--- config.mk ---
export PLATFORM = sky130hd
export DESIGN_NAME = config_loader
export DESIGN_NICKNAME = d
export VERILOG_FILES = /design/src/rtl/config_loader.sv
export SDC_FILE = /design/constraint.sdc
export NUM_CORES = 1
export LEC_CHECK = 0
export CAP_MARGIN = 40
export CORE_ASPECT_RATIO = 0.6
export CORE_MARGIN = 2
export CORE_UTILIZATION = 35
export DETAILED_ROUTE_END_ITERATION = 6
export GPL_TIMING_DRIVEN = 0
export PLACE_DENSITY_LB_ADDON = 0.25
export REMOVE_ABC_BUFFERS = 1
export SLEW_MARGIN = 5
export SYNTH_ARGS = -nofsm -noshare
export SYNTH_HDL_FRONTEND = slang
export SYNTH_SLANG_ARGS = --single-unit
--- constraint.sdc ---
create_clock -name clk -period 2.7 [get_ports clk]
set_clock_uncertainty 0.15 [all_clocks]
set_input_delay 0.54 -clock clk [delete_from_list [all_inputs] [get_ports clk]]
set_output_delay 0.54 -clock clk [all_outputs]
set_load 0.02 [all_outputs]
--- src/rtl/config_loader.sv ---
// config_loader: streams host words LSB-first into a CONF_WIDTH-bit tile configuration chain, then pulses cset to commit.
// Ports: clk, rst (async, active-high); start/abort control; word_data/word_valid/word_ready host handshake;
//        shift_out/cen serial chain drive; cset commit pulse; busy (FETCH/SHIFT/COMMIT); done (DONE).
module config_loader #(
  parameter int CONF_WIDTH = 3983,
  parameter int WORD_W = 32
) (
  input  logic              clk,
  input  logic              rst,
  input  logic              start,
  input  logic              abort,
  input  logic [WORD_W-1:0] word_data,
  input  logic              word_valid,
  output logic              word_ready,
  output logic              shift_out,
  output logic              cen,
  output logic              cset,
  output logic              busy,
  output logic              done
);
  localparam int BW = $clog2(CONF_WIDTH + 1);
  localparam int CW = $clog2(WORD_W + 1);
  typedef enum logic [2:0] {IDLE, FETCH, SHIFT, COMMIT, DONE} state_t;
  state_t state, state_n;
  logic [BW-1:0] sent, sent_n, rem;
  logic [CW-1:0] cnt, cnt_n;
  logic [WORD_W-1:0] sreg, sreg_n;
  assign rem = BW'(CONF_WIDTH) - sent;
  always_ff @(posedge clk or posedge rst) begin
    if (rst) begin
      state <= IDLE;
      sent  <= '0;
      cnt   <= '0;
      sreg  <= '0;
    end else begin
      state <= state_n;
      sent  <= sent_n;
      cnt   <= cnt_n;
      sreg  <= sreg_n;
    end
  end
  // The final word only carries the bits still owed to the chain; its upper bits are never shifted.
  always_comb begin
    state_n = state;
    sent_n  = sent;
    cnt_n   = cnt;
    sreg_n  = sreg;
    case (state)
      IDLE, DONE: if (start) begin
        state_n = FETCH;
        sent_n  = '0;
      end
      FETCH: if (abort) state_n = IDLE;
      else if (word_valid) begin
        state_n = SHIFT;
        sreg_n  = word_data;
        cnt_n   = (32'(rem) > WORD_W) ? CW'(WORD_W) : CW'(rem);
      end
      SHIFT: if (abort) state_n = IDLE;
      else begin
        sreg_n = sreg >> 1;
        sent_n = sent + 1'b1;
        cnt_n  = cnt - 1'b1;
        if (cnt == CW'(1)) state_n = (sent_n == BW'(CONF_WIDTH)) ? COMMIT : FETCH;
      end
      COMMIT: state_n = DONE;
      default: state_n = IDLE;
    endcase
  end
  assign word_ready = state == FETCH;
  assign cen        = state == SHIFT;
  assign shift_out  = cen & sreg[0];
  assign cset       = state == COMMIT;
  assign busy       = (state == FETCH) | (state == SHIFT) | (state == COMMIT);
  assign done       = state == DONE;
endmodule
==> results of run 1 <==
==> through the flow <==
| stage | TNS, ns | hold slack, ns | setup slack (ns) | area [µm²] | util [%] |
|---|---|---|---|---|---|
| after floorplan | -0.0700 | 0.310 | -0.0700 | 2840 | - |
| after global placement | -55.06 | 0.330 | -1.29 | 3400 | 40.5 |
| after detailed placement | -1.12 | 0.337 | -0.601 | 3480 | 41.4 |
| after CTS | 0 | 0.353 | 0.0160 | 3650 | 43.4 |
| after global routing | 0 | 0.379 | 0.0442 | 3670 | 43.8 |
| final | 0 | 0.355 | 0.101 | 3670 | 43.8 |
==> what timing repair did <==
action | CTS | global route
gates cloned | 0 | 0
hold buffers | 0 | 0
pin swaps | 0 | 0
resized for setup | 12 | 1
endpoints found under the setup margin | 2 | 2
setup buffers | 1 | 3
==> routing by layer <==
metal  vias up  routed length (µm)
met3         7                 374
met4         0                  62
li1       1301                   -
met1      1232                3830
met5         -                   0
met2        58                2860
==> power groups by stage <==
| stage | Sequential (µW) | Combinational [µW] | Clock [µW] |
|---|---|---|---|
| after detailed placement | 1270 | 706 | 0 |
| final | 1250 | 726 | 649 |
| after floorplan | 1230 | 493 | 0 |
| after global placement | 1260 | 660 | 0 |
| after CTS | 1250 | 719 | 667 |
| after global routing | 1280 | 831 | 700 |
==> synth_stat cells, types with 2 or more instances <==
| master | count |
|---|---|
| buf_2 | 13 |
| a21oi_1 | 7 |
| ha_1 | 7 |
| a31oi_1 | 35 |
| nor3b_1 | 4 |
| buf_4 | 2 |
| and4_1 | 2 |
| nor3_1 | 5 |
| clkbuf_1 | 11 |
| nor2b_1 | 3 |
| inv_1 | 9 |
| nor4_1 | 2 |
| o22ai_1 | 2 |
| nand4_1 | 3 |
| o21ai_0 | 18 |
| a22oi_1 | 2 |
| or3_1 | 2 |
| o221ai_1 | 2 |
| and3_1 | 2 |
| dfrtp_1 | 53 |
| nand4b_1 | 2 |
| xnor2_1 | 3 |
| o211ai_1 | 2 |
| a21o_1 | 2 |
| and3b_1 | 2 |
| nand3_1 | 11 |
| and2_1 | 3 |
| or3b_1 | 2 |
| nand2_1 | 75 |
| nand3b_1 | 2 |
| buf_6 | 2 |
| a211o_1 | 2 |
| nor2_1 | 45 |
| nand2b_1 | 2 |
| xor2_1 | 3 |
==> flip-flops by register name (all words and copies together), names as in the netlist <==
register and cells:
sreg 32, sent 12, state 3, cnt 6
==> cells by family (layout without fill, tap and decap cells) <==
family	count (synthesis)	count (layout)	synth area share, %
DFF	53	53	44.4
buffers and inverters	38	68	6.08
xor gates and xnor gates	6	6	1.76
AOI/OAI and AO/OA	83	83	17.9
adders and majority gates	7	7	2.93
muxes	2	2	0.713
and+or+nand+nor	170	170	26.2
==> worst max-delay path, stage by stage (launching register included) <==
cell	delay [ns]
dfrtp_2	0.41
or3b_4	0.44
buf_12	0.20
inv_16	0.14
and2_1	0.14
clkdlybuf4s15_2	0.25
==> area by class of cell <==
class / instances / area, µm²
multi-input combinational: 268 / 1490
fill: 834 / 4720
sequential: 53 / 1330
tap: 112 / 140
inverter: 10 / 53.8
clock buffer: 6 / 129
clock inverter: 2 / 15.0
timing repair buffer: 50 / 518
==> final timing paths <==
path | startpoint | to | cells past startpoint
min in group asynchronous | rst | sent[8] | 2
hold / removal | sent[10] | sent[10] | 1
setup / recovery | state[0] | shift_out | 5
max in group asynchronous | rst | state[0] | 3
setup reg to reg | sent[4] | cnt[5] | 6
hold reg to reg | sent[10] | sent[10] | 1
==> impl_metrics.tcl, run 1 <==
set metrics [dict create \
    status "completed" \
    final_common_cell "nand2_1" \
    ys_async_sr_fraction_pct 100 \
    clk_latency_ns 0.29 \
    nets 432 \
    cts.sinks 53 \
    post_drt_via_cell_ratio 5.19 \
    synth_top_area_share_pct 44.4 \
    hp-class "reg -> reg" \
    synth_edf_count 0 \
    ir_worst_vdd_mv 0.286 \
    timing.slew.headroom_pct 47.4 \
    fin_crit_ns 2.60 \
    core_area_um2 8390 \
    grt.met1_usage_pct 25.1 \
    critPathArrivalTime_ns 1.91 \
    final-hold-violation-count 0 \
    cts_tree "yes" \
    cts_buffers 5 \
    r2r_slack_ns 0.42 \
    internal_power_uw 1770 \
    grt-ovfl-total 0 \
    synth.avg_cell_area_um2 8.31 \
    dieArea_um2 9310 \
    synth_cells 359 \
    power_leakage_uw 0.00150 \
    yosysUniqueCellTypes 52 \
    busiest_layer "met1" \
    worst_slew_pin_slew_ns 0.784 \
    netSwitchingPower_uw 854 \
    report.final.slew_viol_count 0 \
    power_density_nw_per_um2 714 \
    drcViolationCount 0 \
    met2_usage_pct 21.2 \
    layout-drive-gt1-share_pct 7.20 \
    rows 26 \
    routed_wl_um 7120 \
    grt_max_degree 39 \
    wl_per_cell_um 14.2 \
    area_growth_pct 23.1 \
    period_share_pct 96.3 \
    ctsRootBufferMaster "clkbuf_16" \
    hpwl_um 4830 \
    first_iter_violations 178 \
    synth_seq_area_share_pct 44.4 \
    grt_usage_pct 15.7 \
    setup_violations 0 \
    synth-main-ff-cell "dfrtp_1" \
    portBuffers 42 \
    syn_area_um2 2980 \
    use_met3_pct 3.37 \
    sw_frac_of_total_pct 32.6 \
    p_clk_share_pct 24.7 \
    pwr-share-seq_pct 47.6 \
    first_pass_iters 5 \
    grt_first_pass_wirelength_um 11400 \
    die_x_um 123 \
    fmax_ghz 0.385 \
    place_inst 489 \
    cts_max_level 2 \
    critPathKind "reg -> out" \
    clk_pin_slew_ns 0.07 \
    pwr-share-comb_pct 27.7 \
    ys_ff_latch 53 \
    initial_core_util_pct 35.6 \
    ant_nets 0 \
    ys_top_cells_by_area "dfrtp_1, nand2_1, a31oi_1, nor2_1, o21ai_0" \
    synth_top_area_cell "dfrtp_1" \
    vias 2598 \
    setup.worst_path.start_class "flop" \
    crit_path_end_kind "output port" \
    ios 43 \
    cp_max_fo 38 \
    cap_violations 0 \
    layout_common_cells "nand2_1, dfrtp_1, nor2_1" \
    antenna_found_initial 0 \
    power.total_uw 2620 \
    place.gp.congestion 0.832 \
    fin_cells 501 \
    rsz0062_at_grt "no" \
    diodes 0 \
    yosys_warnings 0 \
    die_h_um 75.5 \
    grt_pass1_vias 2266 \
    worst_ep_required_time_ns 2.01 \
    cts_buffer_depth 2 \
]
No activity file was read; power rests on OpenSTA's default activity.
==> run 2: changes to the inputs <==
--- a/config.mk
+++ b/config.mk
@@ -10,6 +10,7 @@
 export CORE_MARGIN = 2
 export CORE_UTILIZATION = 35
 export DETAILED_ROUTE_END_ITERATION = 6
+export GPL_ROUTABILITY_DRIVEN = 0
 export GPL_TIMING_DRIVEN = 0
 export PLACE_DENSITY_LB_ADDON = 0.25
 export REMOVE_ABC_BUFFERS = 1
==> results of run 2 <==
Same layout as run 1: the final DEF is identical, and so are final timing and power.
==> run 3: changes to the inputs <==
==> constraint.sdc (replaced) <==
create_clock -name clk -period 3.3 [get_ports clk]
set_clock_uncertainty 0.15 [all_clocks]
set_input_delay 0.66 -clock clk [delete_from_list [all_inputs] [get_ports clk]]
set_output_delay 0.66 -clock clk [all_outputs]
set_load 0.02 [all_outputs]
==> run 3 against run 2 <==
Compared with the run above:
- sequential power fell by 18%
- clock-buffer cell count did not move
- sequential cell count did not move
- non-clock buffer count fell by 4
- sequential share of layout area rose by 0.36 points
- critical path depth did not move
- clock power fell by 18%
- core utilization fell by 0.51 points
- critical endpoint unchanged
- largest power group unchanged
==> impl_metrics.tcl, run 3 (synthesized netlist as in run 1, its figures left out) <==
set metrics [dict create \
    internal_power_uw 1440 \
    grt_usage_pct 15.7 \
    final_common_cell "nand2_1" \
    worst_slack_ns 0.222 \
    cts.sinks 53 \
    hp-class "reg -> reg" \
    utilization_pct 43.2 \
    setup.worst_path.start_class "flop" \
    cts_buffer_depth 2 \
    cts_max_level 2 \
    timing.slew.headroom_pct 47.1 \
    critPathArrivalTime_ns 2.27 \
    first_iter_violations 198 \
    clk_pin_slew_ns 0.07 \
    ant_nets 0 \
    ir_worst_vdd_mv 0.234 \
    final-hold-violation-count 0 \
    setup_violations 0 \
    ctsRootBufferMaster "clkbuf_16" \
    netSwitchingPower_uw 695 \
    fmax_ghz 0.325 \
    power_leakage_uw 0.00149 \
    p_clk_share_pct 24.9 \
    cp_max_fo 38 \
    wl_per_cell_um 14.2 \
    post_drt_via_cell_ratio 5.20 \
    area_growth_pct 21.6 \
    pwr-share-comb_pct 26.8 \
    routed_wl_um 7060 \
    clk_latency_ns 0.29 \
    cts_tree "yes" \
    post_cts_buffers 0 \
    worst_ep_required_time_ns 2.49 \
    multi_input_area_um2 1480 \
    top_register "sreg" \
    fillCellCount 834 \
    worst_slew_pin_slew_ns 0.789 \
    first_pass_iters 5 \
    rsz0062_at_grt "no" \
    grt_max_degree 39 \
    period_share_pct 93.3 \
    power.total_uw 2130 \
    largest_reg_flops 32 \
    core_area_um2 8390 \
    drcViolationCount 0 \
    vias 2585 \
    layout-drive-gt1-share_pct 5.45 \
    nets 428 \
    antenna_found_initial 0 \
    rows 26 \
    regArea_um2 1330 \
    cts_buffers 5 \
    diodes 0 \
    grt_first_pass_wirelength_um 11400 \
    dieArea_um2 9310 \
    fin_crit_ns 3.08 \
    top_regs "sreg x32, sent x12, cnt x6" \
    dpl_worst_slack_ns -0.121 \
    sw_frac_of_total_pct 32.6 \
    initial_core_util_pct 35.6 \
    hpwl_um 4830 \
    grt-ovfl-total 0 \
    grt_pass1_vias 2267 \
    cap_violations 0 \
    crit_path_end_kind "output port" \
    critPathKind "reg -> out" \
    die_x_um 123 \
    report.final.slew_viol_count 0 \
    power_density_nw_per_um2 587 \
    die_h_um 75.5 \
    layout_common_cells "nand2_1, dfrtp_1, nor2_1" \
    ios 43 \
    pwr-share-seq_pct 48.3 \
    status "completed" \
    portBuffers 42 \
]
[run 3: cell types whose count changed in the layout (fill, tap and decap cells not counted)]
cell             change
inv_16               -1
buf_4                -4
dlymetal6s2s_1       +1
or3b_2               +1
or3b_4               -1
dfrtp_1              +2
clkdlybuf4s15_2      -1
dfrtp_2              -2
inv_8                +1
[run 3: layer usage]
metal	global-route usage, %	vias to the layer above	routed length (µm)
met5	0	-	0
met2	21.2	53	2810
met3	3.37	9	350
li1	-	1293	-
met1	25.1	1230	3830
met4	3.41	0	69
[run 3: area by class of cell]
type | instances | area share (%)
clock inverters | 2 | 0.414
multi-input cells | 268 | 40.9
well taps | 112 | 3.86
repair buffers | 46 | 13.5
flip-flops and latches | 53 | 36.6
inverters | 10 | 1.24
clock buffers | 6 | 3.55
[run 3: critical path: stages, from the launching register on]
cell,delay (ns)
dfrtp_2,0.51
or3b_2,0.56
buf_12,0.22
inv_8,0.18
and2_1,0.15
dlygate4sd2_1,0.33
[run 3: per-stage QoR]
stage | cell area (µm²) | std cells | hold slack, ns | TNS (ns)
6_report | 3630 | 497 | 0.353 | 0
5_1_grt | 3630 | 497 | 0.379 | 0
4_1_cts | 3630 | 497 | 0.353 | 0
3_5_place_dp | 3480 | 489 | 0.337 | -0.156
3_3_place_gp | 3400 | 485 | 0.330 | -15.14
2_1_floorplan | 2840 | 331 | 0.310 | 0
[run 3: worst paths after layout]
| kind | from | end | slack, ns | depth (start not counted) |
|---|---|---|---|---|
| max | state[2] | shift_out | 0.22 | 5 |
| min | sent[10] | sent[10] | 0.35 | 1 |
| max reg2reg | sent[4] | cnt[5] | 1.02 | 6 |
| min reg2reg | sent[10] | sent[10] | 0.35 | 1 |
| max in group asynchronous | rst | sreg[24] | 1.82 | 3 |
| min in group asynchronous | rst | sent[8] | 0.61 | 2 |
[run 3: power by group through the flow]
stage | Combinational [µW] | Sequential, µW | Clock, µW
final | 572 | 1030 | 531
after global routing | 657 | 1060 | 573
after CTS | 581 | 1030 | 546
after detailed placement | 578 | 1040 | 0
after global placement | 540 | 1030 | 0
after floorplan | 404 | 1010 | 0
[run 3: what timing repair did]
action,4_1_cts,5_1_grt
resized for setup,5,1
hold buffers,0,0
setup endpoints to repair,2,1
